--- src/rtl/imm_gen_pkg.sv ---
// Shared definitions for the decode-stage immediate generator:
// RV32I/RV64I opcodes, shift funct3 codes and the immediate format enum.
package imm_gen_pkg;

  localparam logic [6:0] OPC_LOAD   = 7'b0000011;
  localparam logic [6:0] OPC_OP_IMM = 7'b0010011;
  localparam logic [6:0] OPC_AUIPC  = 7'b0010111;
  localparam logic [6:0] OPC_STORE  = 7'b0100011;
  localparam logic [6:0] OPC_OP     = 7'b0110011;
  localparam logic [6:0] OPC_LUI    = 7'b0110111;
  localparam logic [6:0] OPC_BRANCH = 7'b1100011;
  localparam logic [6:0] OPC_JALR   = 7'b1100111;
  localparam logic [6:0] OPC_JAL    = 7'b1101111;

  localparam logic [2:0] F3_SLL = 3'b001;
  localparam logic [2:0] F3_SRX = 3'b101;

  typedef enum logic [2:0] {
    IMM_NONE = 3'd0,
    IMM_I    = 3'd1,
    IMM_S    = 3'd2,
    IMM_B    = 3'd3,
    IMM_U    = 3'd4,
    IMM_J    = 3'd5,
    IMM_ISH  = 3'd6
  } imm_fmt_e;

  function automatic logic is_shift_f3(logic [2:0] f3);
    return (f3 == F3_SLL) || (f3 == F3_SRX);
  endfunction

endpackage

--- src/rtl/imm_decode.sv ---
// Purely combinational immediate decoder: instruction word -> sign-extended
// XLEN immediate, format code and illegal-opcode flag.
module imm_decode
  import imm_gen_pkg::*;
#(
  parameter int XLEN = 32
) (
  input  logic [31:0]     inst,
  output logic [XLEN-1:0] imm,
  output imm_fmt_e        fmt,
  output logic            illegal
);

  // Every format fits in 32 bits before widening; bit 31 is always the sign.
  logic [31:0] imm32;

  always_comb begin
    // NOTE: every output gets a default first so no path leaves a latch behind.
    imm32   = '0;
    fmt     = IMM_NONE;
    illegal = 1'b0;
    case (inst[6:0])
      OPC_LOAD, OPC_JALR: begin
        imm32 = {{20{inst[31]}}, inst[31:20]};
        fmt   = IMM_I;
      end
      OPC_OP_IMM: begin
        if (is_shift_f3(inst[14:12])) begin
          imm32 = (XLEN == 64) ? {26'b0, inst[25:20]} : {27'b0, inst[24:20]};
          fmt   = IMM_ISH;
        end else begin
          imm32 = {{20{inst[31]}}, inst[31:20]};
          fmt   = IMM_I;
        end
      end
      OPC_STORE: begin
        imm32 = {{20{inst[31]}}, inst[31:25], inst[11:7]};
        fmt   = IMM_S;
      end
      OPC_BRANCH: begin
        imm32 = {{19{inst[31]}}, inst[31], inst[7], inst[30:25], inst[11:8], 1'b0};
        fmt   = IMM_B;
      end
      OPC_JAL: begin
        imm32 = {{11{inst[31]}}, inst[31], inst[19:12], inst[20], inst[30:21], 1'b0};
        fmt   = IMM_J;
      end
      OPC_LUI, OPC_AUIPC: begin
        imm32 = {inst[31:12], 12'b0};
        fmt   = IMM_U;
      end
      OPC_OP: ;
      default: illegal = 1'b1;
    endcase
  end

  assign imm = XLEN'(signed'(imm32));

endmodule

--- src/rtl/imm_gen_pipe.sv ---
// Registered, handshaked immediate generator with an optional 2-entry skid
// buffer so fetch and execute can stall independently.
module imm_gen_pipe
  import imm_gen_pkg::*;
#(
  parameter int XLEN    = 32,
  parameter int TAG_W   = 32,
  parameter bit SKID_EN = 1'b1
) (
  input  logic             clk,
  input  logic             reset_n,
  input  logic             flush,
  input  logic             in_valid,
  output logic             in_ready,
  input  logic [31:0]      in_inst,
  input  logic [TAG_W-1:0] in_tag,
  output logic             out_valid,
  input  logic             out_ready,
  output logic [XLEN-1:0]  out_imm,
  output logic [2:0]       out_fmt,
  output logic             out_illegal,
  output logic [TAG_W-1:0] out_tag
);

  // Widths depend on module parameters, so the entry type lives here.
  typedef struct packed {
    logic [XLEN-1:0]  imm;
    imm_fmt_e         fmt;
    logic             illegal;
    logic [TAG_W-1:0] tag;
  } entry_t;

  logic [XLEN-1:0] dec_imm;
  imm_fmt_e        dec_fmt;
  logic            dec_illegal;
  entry_t          dec_entry;
  entry_t          out_q;
  entry_t          skid_q;
  logic            out_valid_q;
  logic            skid_valid_q;
  logic            in_fire;
  logic            out_free;

  imm_decode #(.XLEN(XLEN)) u_decode (
    .inst    (in_inst),
    .imm     (dec_imm),
    .fmt     (dec_fmt),
    .illegal (dec_illegal)
  );

  assign dec_entry = '{imm: dec_imm, fmt: dec_fmt, illegal: dec_illegal, tag: in_tag};

  if (SKID_EN) begin : g_skid_ready
    assign in_ready = !skid_valid_q;
  end else begin : g_reg_ready
    assign in_ready = !out_valid_q || out_ready;
  end

  assign in_fire  = in_valid && in_ready;
  assign out_free = !out_valid_q || out_ready;

  always_ff @(posedge clk or negedge reset_n) begin
    if (!reset_n) begin
      out_valid_q  <= 1'b0;
      skid_valid_q <= 1'b0;
    end else if (flush) begin
      out_valid_q  <= 1'b0;
      skid_valid_q <= 1'b0;
    end else if (out_free) begin
      // Skid drains into the output first; a new input refills behind it.
      out_valid_q  <= skid_valid_q || in_fire;
      skid_valid_q <= skid_valid_q && in_fire;
    end else if (in_fire) begin
      skid_valid_q <= 1'b1;
    end
  end

  always_ff @(posedge clk or negedge reset_n) begin
    if (!reset_n) begin
      out_q <= '{imm: '0, fmt: IMM_NONE, illegal: 1'b0, tag: '0};
    end else if (!flush && out_free && (skid_valid_q || in_fire)) begin
      out_q <= skid_valid_q ? skid_q : dec_entry;
    end
  end

  // NOTE: skid data needs no reset; skid_valid_q alone says whether it is meaningful.
  always_ff @(posedge clk) begin
    if (!flush && in_fire && (!out_free || skid_valid_q)) begin
      skid_q <= dec_entry;
    end
  end

  assign out_valid   = out_valid_q;
  assign out_imm     = out_q.imm;
  assign out_fmt     = out_q.fmt;
  assign out_illegal = out_q.illegal;
  assign out_tag     = out_q.tag;

endmodule

--- config.mk ---
export PLATFORM = sky130hd
export DESIGN_NAME = imm_gen_pipe
export DESIGN_NICKNAME = d
export VERILOG_FILES = /design/src/rtl/imm_gen_pkg.sv /design/src/rtl/imm_decode.sv /design/src/rtl/imm_gen_pipe.sv
export SDC_FILE = /design/constraint.sdc
export NUM_CORES = 1
export LEC_CHECK = 0
export BUFFER_PORTS_ARGS = -buffer_cell sky130_fd_sc_hd__buf_2
export CAP_MARGIN = 10
export CELL_PAD_IN_SITES_DETAIL_PLACEMENT = 0
export CELL_PAD_IN_SITES_GLOBAL_PLACEMENT = 2
export CORE_ASPECT_RATIO = 0.6
export CORE_MARGIN = 10
export CORE_UTILIZATION = 35
export DETAILED_ROUTE_END_ITERATION = 10
export PLACE_DENSITY = 0.91
export SYNTH_ARGS = -nofsm -noshare
export SYNTH_HDL_FRONTEND = slang
export SYNTH_SLANG_ARGS = --single-unit
--- constraint.sdc ---
create_clock -name clk -period 10.7 [get_ports clk]
set_input_delay 0.535 -clock clk [delete_from_list [all_inputs] [get_ports clk]]
set_output_delay 0.535 -clock clk [all_outputs]
set_load 0.02 [all_outputs]
* Yosys cells after proc, flatten, opt, wreduce, memory -nomap -nowiden
Cells that the tools add are included.
Word-level totals: register bits 138, output and inout port bits 70, logic and storage cells 51
Operators by class: equal/unequal tests 11, multiplexer cells 11, reduce and logical (&&, ||, !) cells 19
Operators with widths (number):
- one-hot mux 32 bit (6 select lines) | 1
- 2-to-1 mux 68 bit | 1
- 2-to-1 mux 32 bit | 1
- == test 7 x 6 -> 1 bit, second input constant | 3
- == test 7 bit, second input constant | 3
- one-hot mux 3 bit (6 select lines) | 1
- == test 7 x 5 -> 1 bit, second input constant | 2
- OR reduction 9 bit | 1
- == test 7 x 2 -> 1 bit, second input constant | 1
- logical AND 1 bit | 6
- 2-to-1 mux 1 bit | 6
- zero test 1 bit | 4
- logical OR 1 bit | 4
- OR reduction 2 bit | 2
- == test 3 x 1 -> 1 bit, second input constant | 1
- == test 3 bit, second input constant | 1
- 2-to-1 mux 3 bit | 1
- nonzero test 3 bit | 1
- nonzero test 2 bit | 1

* Depth between registers and ports, before layout
Gate-level depths: netlist of the first run.
depth after elaboration 5, mapped depth 7

* Cells and area by module
A second synthesis of the first run with hierarchy kept.
Unflattened totals: cells, all modules 383, area, all modules 6044.5 sq um
Modules (own cells, without submodules):
- imm_gen_pipe | times used 1, cells an instance 297, area each 5474.0 sq um, sequential area each 3793.6 sq um
- imm_decode | times used 1, cells an instance 86, area each 570.5 sq um, sequential area each 0.0 sq um

* Worst setup path before layout of the first run
OpenSTA, ideal clock, no wires.
path kind input -> register, start input flush, end register skid_q[0] (netlist bit) (enable), arrival time 7.907 ns, required time 10.015 ns, path slack 2.108 ns, stages 3, cell sequence clkbuf_1 > clkbuf_1 > nor4b_1
Between the ends: cells in the longest elaborated chain, start to end 3
Ends and longest elaborated chain:
- from (decl) | RTL line imm_gen_pipe.sv:12 | input logic flush,
- zero test 1 bit | RTL line imm_gen_pipe.sv:88 | if (!flush && in_fire && (!out_free || skid_valid_q)) begin
- logical AND 1 bit (2 in a row) | RTL line imm_gen_pipe.sv:88
- to (signal assigned) | RTL line imm_gen_pipe.sv:89 | skid_q <= dec_entry;
- to (decl) | RTL line imm_gen_pipe.sv:38 | entry_t skid_q;
Every way passes these cells. A chain may end at the register's enable or synchronous reset.

* Worst setup path after layout of the first run
start register skid_valid_q, end output in_ready
Between the ends: cells in the longest elaborated chain, start to end 1
Ends and longest elaborated chain:
- from (decl) | RTL line imm_gen_pipe.sv:40 | logic skid_valid_q;
- from (signal assigned) | RTL line imm_gen_pipe.sv:72 | skid_valid_q <= skid_valid_q && in_fire;
- zero test 1 bit | RTL line imm_gen_pipe.sv:54 | assign in_ready = !skid_valid_q;
- to (decl) | RTL line imm_gen_pipe.sv:14 | output logic in_ready,
Every way passes these cells.

==> summary.md, run 1 <==
| Metric | Value |
|---|---|
| Worst hold path type | `input port to asynchronous set/reset pin` |
| Setup slack, reg-to-reg | `7840 ps` |
| Post-DR wirelength/cell | `between 15 and 20 um` |
| TritonCTS sink count | `between 100 and 150` |
| DRT iter0 DRCs | `371` |
| Met2 WL | `7360 um` |
| Worst EP required | `10170 ps` |
| Worst-path clk slew | `60 ps` |
| Unrepaired setup endpoints after global routing | `false` |
| Placed Area | `a little under 7000 um2` |
| Global-route wire length before repair | `26000 um` |
| Crit path kind | `register to primary output` |
| EDFF count, synth | `68` |
| Row cnt | `37` |
| DR vias/cell | `5.15` |
| Die Y | `between 100 and 150 um` |
| Synth top area cells | `edfxtp_1, dfrtp_1, mux2i_1` |
| R2R Path End | `out_imm[18]` |
| Core Util, Final | `43.8%` |
| Post-Syn Instances | `507` |
| CP max stage delay | `680 ps` |
| Overflow after GRT | `0` |
| Die width | `189 um` |
| Crit. Startpoint | `skid_valid_q` |
| Core area | `17000 um2` |
| Vias in the first global route | `between 4000 and 5000` |
| DRT antenna net count | `0` |
| Pin count of the biggest net entering global routing | `92` |
| Register-to-Register Path Depth | `6` |
| CP Launch Type | `register` |
| LEAKAGE | `3.06 nW` |
| Seq/Total Area, Yosys | `62.9%` |
| Initial antenna violation count | `2` |
| All-layer global routing usage | `between 10% and 20%` |
| DRC Markers | `0` |
| Crit-path max FO | `54` |
| Unique cell type count in the Yosys netlist | `58` |
| Reg area | `3790 um2` |
| Met1 Routed Length | `7940 um` |
| Setup Buffers After CTS | `0` |
| Area of the multi-input gates | `2050 um2` |
| Finished Layout Cells | `between 800 and 900` |
| # Max-Cap Violations | `0` |
| I/O pin count | `139` |
| Starting Density | `35.4%` |
| TritonCTS buffer count | `17` |
| Peak supply drop | `89.2 uV` |
| Fin nets | `698` |
| Post-CTS Hold Buffers | `0` |
| Fin crit share | `26.8%` |
| Final instance area | `~7500 um2` |
| Type of destination of the critical path | `primary output` |
| Root Buffer | `clkbuf_16` |
| Pre-CTS setup slack | `7600 ps` |
| Min cycle time layout | `2870 ps` |
| Ys flop type | `dfrtp_1` |
| Final hold violation count | `0` |
| Area growth syn-to-layout | `23.8%` |
| Mapped Nets | `576` |
| Total negative setup slack | `0 ps` |
| Post_cts resized | `0` |
| Max Fclk | `348 MHz` |
| Slew margin rel. | `33.6%` |
| Cells along the critical path | `buf_4 > inv_2 > buf_2` |
| Synth top area share | `approximately a third` |
| Max Slew Vio Count | `0` |
| Inst Count DP | `approximately 840` |
| Detail Route met3 WL | `~1300 um` |
| Async SR Flop Fraction | `50.7%` |
| Tightest Pin Transition | `997 ps` |
| Die Area | `23000 um2` |
| Post-Route Skew | `11.8 ps` |
| Drt first pass iters | `5` |
| H-tree depth | `4` |
| WP data arrival | `2340 ps` |
| Post-synth top area cell | `edfxtp_1` |
| Setup violators final | `0` |
| Post-Syn Area | `6030 um2` |
| PwrDens | `187 nW/um2` |
| Avg Inst Size Synth | `11.9 um2` |
| CTS tree | `yes` |
| Diodes inserted | `0` |
| Ys Warns | `0` |
| Final HPWL from detailed placement | `between 10000 and 15000 um` |
| #FFs+latches synth | `138` |
| Status | `finished clean` |
| Fill cells | `around 1600` |
| Worst r2r src | `skid_valid_q` |
| Final WS setup | `around 7800 ps` |
| Worst-skew pair later-pin latency | `400 ps` |
| CP max stage cell | `buf_4` |
| Via count | `4514` |
| Port-buffer cells | `between 100 and 150` |
| DR top layer | `met5` |
| Clk buf depth | `2` |
| DRT Wirelength | `between 15000 and 20000 um` |
| Gpl congestion | `0.802` |
| Layout cells sized above 1 | `30.2%` |
[worst max-delay path, delay by kind of cell (launching register included)]
| family | cells | cell delay (ps) |
|---|---|---|
| flops | 1 | 330 |
| buf+inv | 3 | 1530 |
[worst max-delay path by stage]
stage | endpoint | depth (start not counted) | slack, ps
after floorplan | skid_q[0] | 3 | 2110
after global placement | out_fmt[0] | 6 | 7690
after detailed placement | out_fmt[0] | 6 | 7600
after CTS | out_imm[18] | 6 | 7800
after global routing | out_imm[15] | 6 | 7590
final | in_ready | 3 | 7830
[layout make-up]
cell class / count / area share [%]
Clock buffer: 20 / 5.98
Clock inverter: 12 / 1.88
Inverter: 4 / 0.201
Multi-Input combinational cell: 325 / 27.4
Sequential cell: 138 / 50.8
Tap cell: 234 / 3.92
Timing Repair Buffer: 143 / 9.79
[synthesized netlist by cell type, types with 2 or more instances]
cell       n
or3_1      2
nor4_1    12
buf_4      3
o21ai_1   13
nor2_2     2
nor2b_1    5
o21bai_1  12
clkbuf_1  15
mux2i_1   32
buf_2     12
nor4b_1    4
edfxtp_1  68
inv_1      3
a41o_1     6
or4_4      2
o21ai_0   48
a22o_1     4
a221oi_1   4
nand3_1    2
buf_6      2
and2_1     7
nor2_1    13
nand2_1   80
dfrtp_1   70
nor3_1    13
a21oi_1    9
buf_1      8
a311oi_1   8
o31ai_1    8
a31oi_1   12
[layout by cell type (no fill, tap or decap), drive strengths merged, types with 2 or more instances in the layout]
cell type / instances
clkinvlp: 6
a311oi: 8
inv: 7
edfxtp: 68
nor4: 12
nor2b: 5
nor4b: 4
a221oi: 4
a41o: 6
mux2i: 32
o21bai: 12
o31ai: 8
or2: 2
nor2: 16
dfrtp: 70
nand2: 80
or3: 3
bufinv: 2
nand3: 2
a21oi: 10
a22o: 4
o21ai: 62
nor3: 14
and2: 8
buf: 143
clkbuf: 20
a31oi: 12
or4: 2
[per-layer routing]
metal	vias to the layer above	GRT usage, %
met5	-	0
met4	4	3.11
met3	13	4.97
met2	135	21.4
met1	2223	19.3
li1	2139	-
[power by group]
part | total, mW | internal, mW | switching [mW]
Clock | 0.581 | 0.352 | 0.229
Combinational | 0.191 | 0.0637 | 0.127
Sequential | 0.622 | 0.598 | 0.0241
Total | 1.39 | 1.01 | 0.380
[state kept, by name, summed over array words and instances, names as in the netlist]
name / cells
out_fmt: 3
out_illegal: 1
out_imm: 32
out_tag: 32
out_valid: 1
skid_q: 68
skid_valid_q: 1
[logic make-up after synthesis]
logic type,share of synthesized area [%]
AO/OA/AOI/OAI,15.2
buffers and inverters,3.42
flip-flops,62.9
multiplexers,5.50
AND/OR/NAND/NOR,13.0
[through the flow]
step                      hold slack, ps  total power [mW]
after floorplan                      239             0.739
after global placement               457             0.821
after detailed placement             469             0.827
after CTS                            304              1.41
after global routing                 301              1.46
final                                270              1.39
No activity file was read; power rests on OpenSTA's default activity.
==> run 2: changes to the inputs <==
==> constraint.sdc (replaced) <==
create_clock -name clk -period 2.7 [get_ports clk]
set_input_delay 0.135 -clock clk [delete_from_list [all_inputs] [get_ports clk]]
set_output_delay 0.135 -clock clk [all_outputs]
set_load 0.02 [all_outputs]
==> run 2 against run 1 <==
Against the previous run: hold slack worse by 240 ps; global-route usage rose by 0.62 points; clock-buffer cell count down 3; largest power group unchanged; utilization rose by 2.5 points; largest cell class unchanged; clock skew down 3.4 ps; critical endpoint is now out_tag[14]; highest routed layer is now met4; worst setup slack worse by 7400 ps.
==> summary.md, run 2 (synthesized netlist as in run 1, its figures left out) <==
| Metric | Value |
|---|---|
| Final hold violation count | `0 (unchanged)` |
| PwrDens | `717 nW/um2 (was 187 nW/um2)` |
| Post-Route Skew | `8.43 ps (was 11.8 ps)` |
| WP data arrival | `2490 ps (was 2340 ps)` |
| Die Area | `23000 um2 (unchanged)` |
| Area growth syn-to-layout | `30.9% (was 23.8%)` |
| DRC Markers | `0 (unchanged)` |
| Layout cells sized above 1 | `29.6% (was 30.2%)` |
| Worst-skew pair later-pin latency | `410 ps (was 400 ps)` |
| Max Slew Vio Count | `0 (unchanged)` |
| DR vias/cell | `5.09 (was 5.15)` |
| Leading cell type in the layout, fill and taps excluded | `buf_2 (unchanged)` |
| Inst Count DP | `850 (was 844)` |
| Die Y | `122 um (unchanged)` |
| Final HPWL from detailed placement | `11700 um (was 11400 um)` |
| Port-buffer cells | `138 (unchanged)` |
| Root Buffer | `clkbuf_16 (unchanged)` |
| Top reg by flops | `skid_q (unchanged)` |
| Fill cells | `1606 (was 1644)` |
| TritonCTS buffer count | `17 (unchanged)` |
| DRT antenna net count | `0 (unchanged)` |
| WHS | `31.1 ps (was 270 ps)` |
| Initial antenna violation count | `3 (was 2)` |
| Unrepaired setup endpoints after global routing | `false (unchanged)` |
| Worst hold path type | `input port to register (was input port to asynchronous set/reset pin)` |
| Pin count of the biggest net entering global routing | `71 (was 92)` |
| Setup violators final | `0 (unchanged)` |
| CP Launch Type | `register (unchanged)` |
| Drt first pass iters | `4 (was 5)` |
| Min cycle time layout | `2230 ps` |
| Post_cts resized | `0 (unchanged)` |
| DRT Wirelength | `17400 um (was 16700 um)` |
| Final instance area | `7900 um2 (was 7470 um2)` |
| Clk buf depth | `2 (unchanged)` |
| Peak supply drop | `362 uV (was 89.2 uV)` |
| Vias in the first global route | `4779 (was 4647)` |
| Crit path kind | `register to register (was register to primary output)` |
| # Max-Cap Violations | `0 (unchanged)` |
| Crit-path max FO | `64 (was 54)` |
| Max Fclk | `449 MHz` |
| Max reg flops | `68 (unchanged)` |
| Placed Area | `6940 um2 (was 6880 um2)` |
| Global-route wire length before repair | `27200 um (was 26000 um)` |
| Overflow after GRT | `0 (unchanged)` |
| Starting Density | `35.4% (unchanged)` |
| Worst EP required | `2960 ps (was 10170 ps)` |
| All-layer global routing usage | `14.8% (was 14.2%)` |
| I/O pin count | `139 (unchanged)` |
| LEAKAGE | `3.26 nW (was 3.06 nW)` |
| Core area | `17000 um2 (unchanged)` |
| H-tree depth | `4 (unchanged)` |
| Tightest Pin Transition | `972 ps (was 997 ps)` |
| Slew margin rel. | `35.2% (was 33.6%)` |
| Die width | `189 um (unchanged)` |
| CTS tree | `yes (unchanged)` |
| Pre-CTS setup slack | `480 ps (was 7600 ps)` |
| Post-DR wirelength/cell | `18.9 um (was 19.1 um)` |
| Via count | `4670 (was 4514)` |
| Finished Layout Cells | `918 (was 876)` |
| Most frequent cells in the layout | `buf_2, nand2_1, dfrtp_1, edfxtp_1, o21ai_0 (was buf_2, nand2_1, dfrtp_1)` |
| Worst-path clk slew | `60 ps (about the same)` |
| Type of destination of the critical path | `register (was primary output)` |
| Fin crit share | `82.5%` |
| Fin nets | `738 (was 698)` |
| Gpl congestion | `0.769 (was 0.802)` |
| TritonCTS sink count | `138 (unchanged)` |
| Final WS setup | `472 ps (was 7830 ps)` |
| Status | `finished clean (unchanged)` |
| DRT iter0 DRCs | `379 (was 371)` |
| Row cnt | `37 (unchanged)` |
| Design Power | `5.66 mW (was 1.39 mW)` |
run 2: critical path, stage by stage (launching register included):
cell and delay [ps]:
dfrtp_2 420, nor2_4 250, or3_2 610, buf_4 580
o21ai_0 190
run 2: timing repair:
action                                 4_1_cts  5_1_grt
buffers inserted                             0        0
endpoints found under the hold margin      103        0
hold buffers                                34        0
run 2: area by class of cell:
cell class / count / area [um2] / area share [%]
Timing Repair Buffer: 183 / 1130 / 14.3
Inverter: 4 / 15.0 / 0.190
Clock buffer: 17 / 425 / 5.39
Antenna cell: 2 / 5.00 / 0.0634
Sequential cell: 138 / 3800 / 48.1
Clock inverter: 15 / 180 / 2.28
Multi-Input combinational cell: 325 / 2050 / 26.0
Tap cell: 234 / 293 / 3.71
run 2: layer usage:
layer / GRT usage, % / share of wire [%] / vias up
li1: - / - / 2210
met2: 20.7 / 42 / 158
met3: 5.31 / 7.6 / 10
met4: 3.85 / 0.84 / 0
met5: 0 / 0 / -
met1: 21.2 / 50 / 2292
run 2: path summary, 6_finish.rpt:
kind | startpoint | slack (ps) | endpoint | cells past startpoint
max | skid_valid_q | 470 | out_tag[14] | 4
min | in_inst[24] | 30 | out_imm[24] | 3
max reg2reg | skid_valid_q | 470 | out_tag[14] | 4
min reg2reg | out_tag[16] | 480 | out_tag[16] | 2
max in group asynchronous | reset_n | 1600 | skid_valid_q | 2
min in group asynchronous | reset_n | 410 | out_imm[3] | 2
run 2: report_power, final:
part	switching, mW	internal (mW)
logic	0.515	0.290
clock network	0.985	1.40
registers	0.0951	2.37
run 2: stage by stage:
step | utilization (%) | setup TNS [ps]
after CTS | 46.3 | 0
after global placement | 40.8 | 0
after detailed placement | 40.8 | 0
final | 46.3 | 0
after global routing | 46.3 | 0
after floorplan | - | -41650
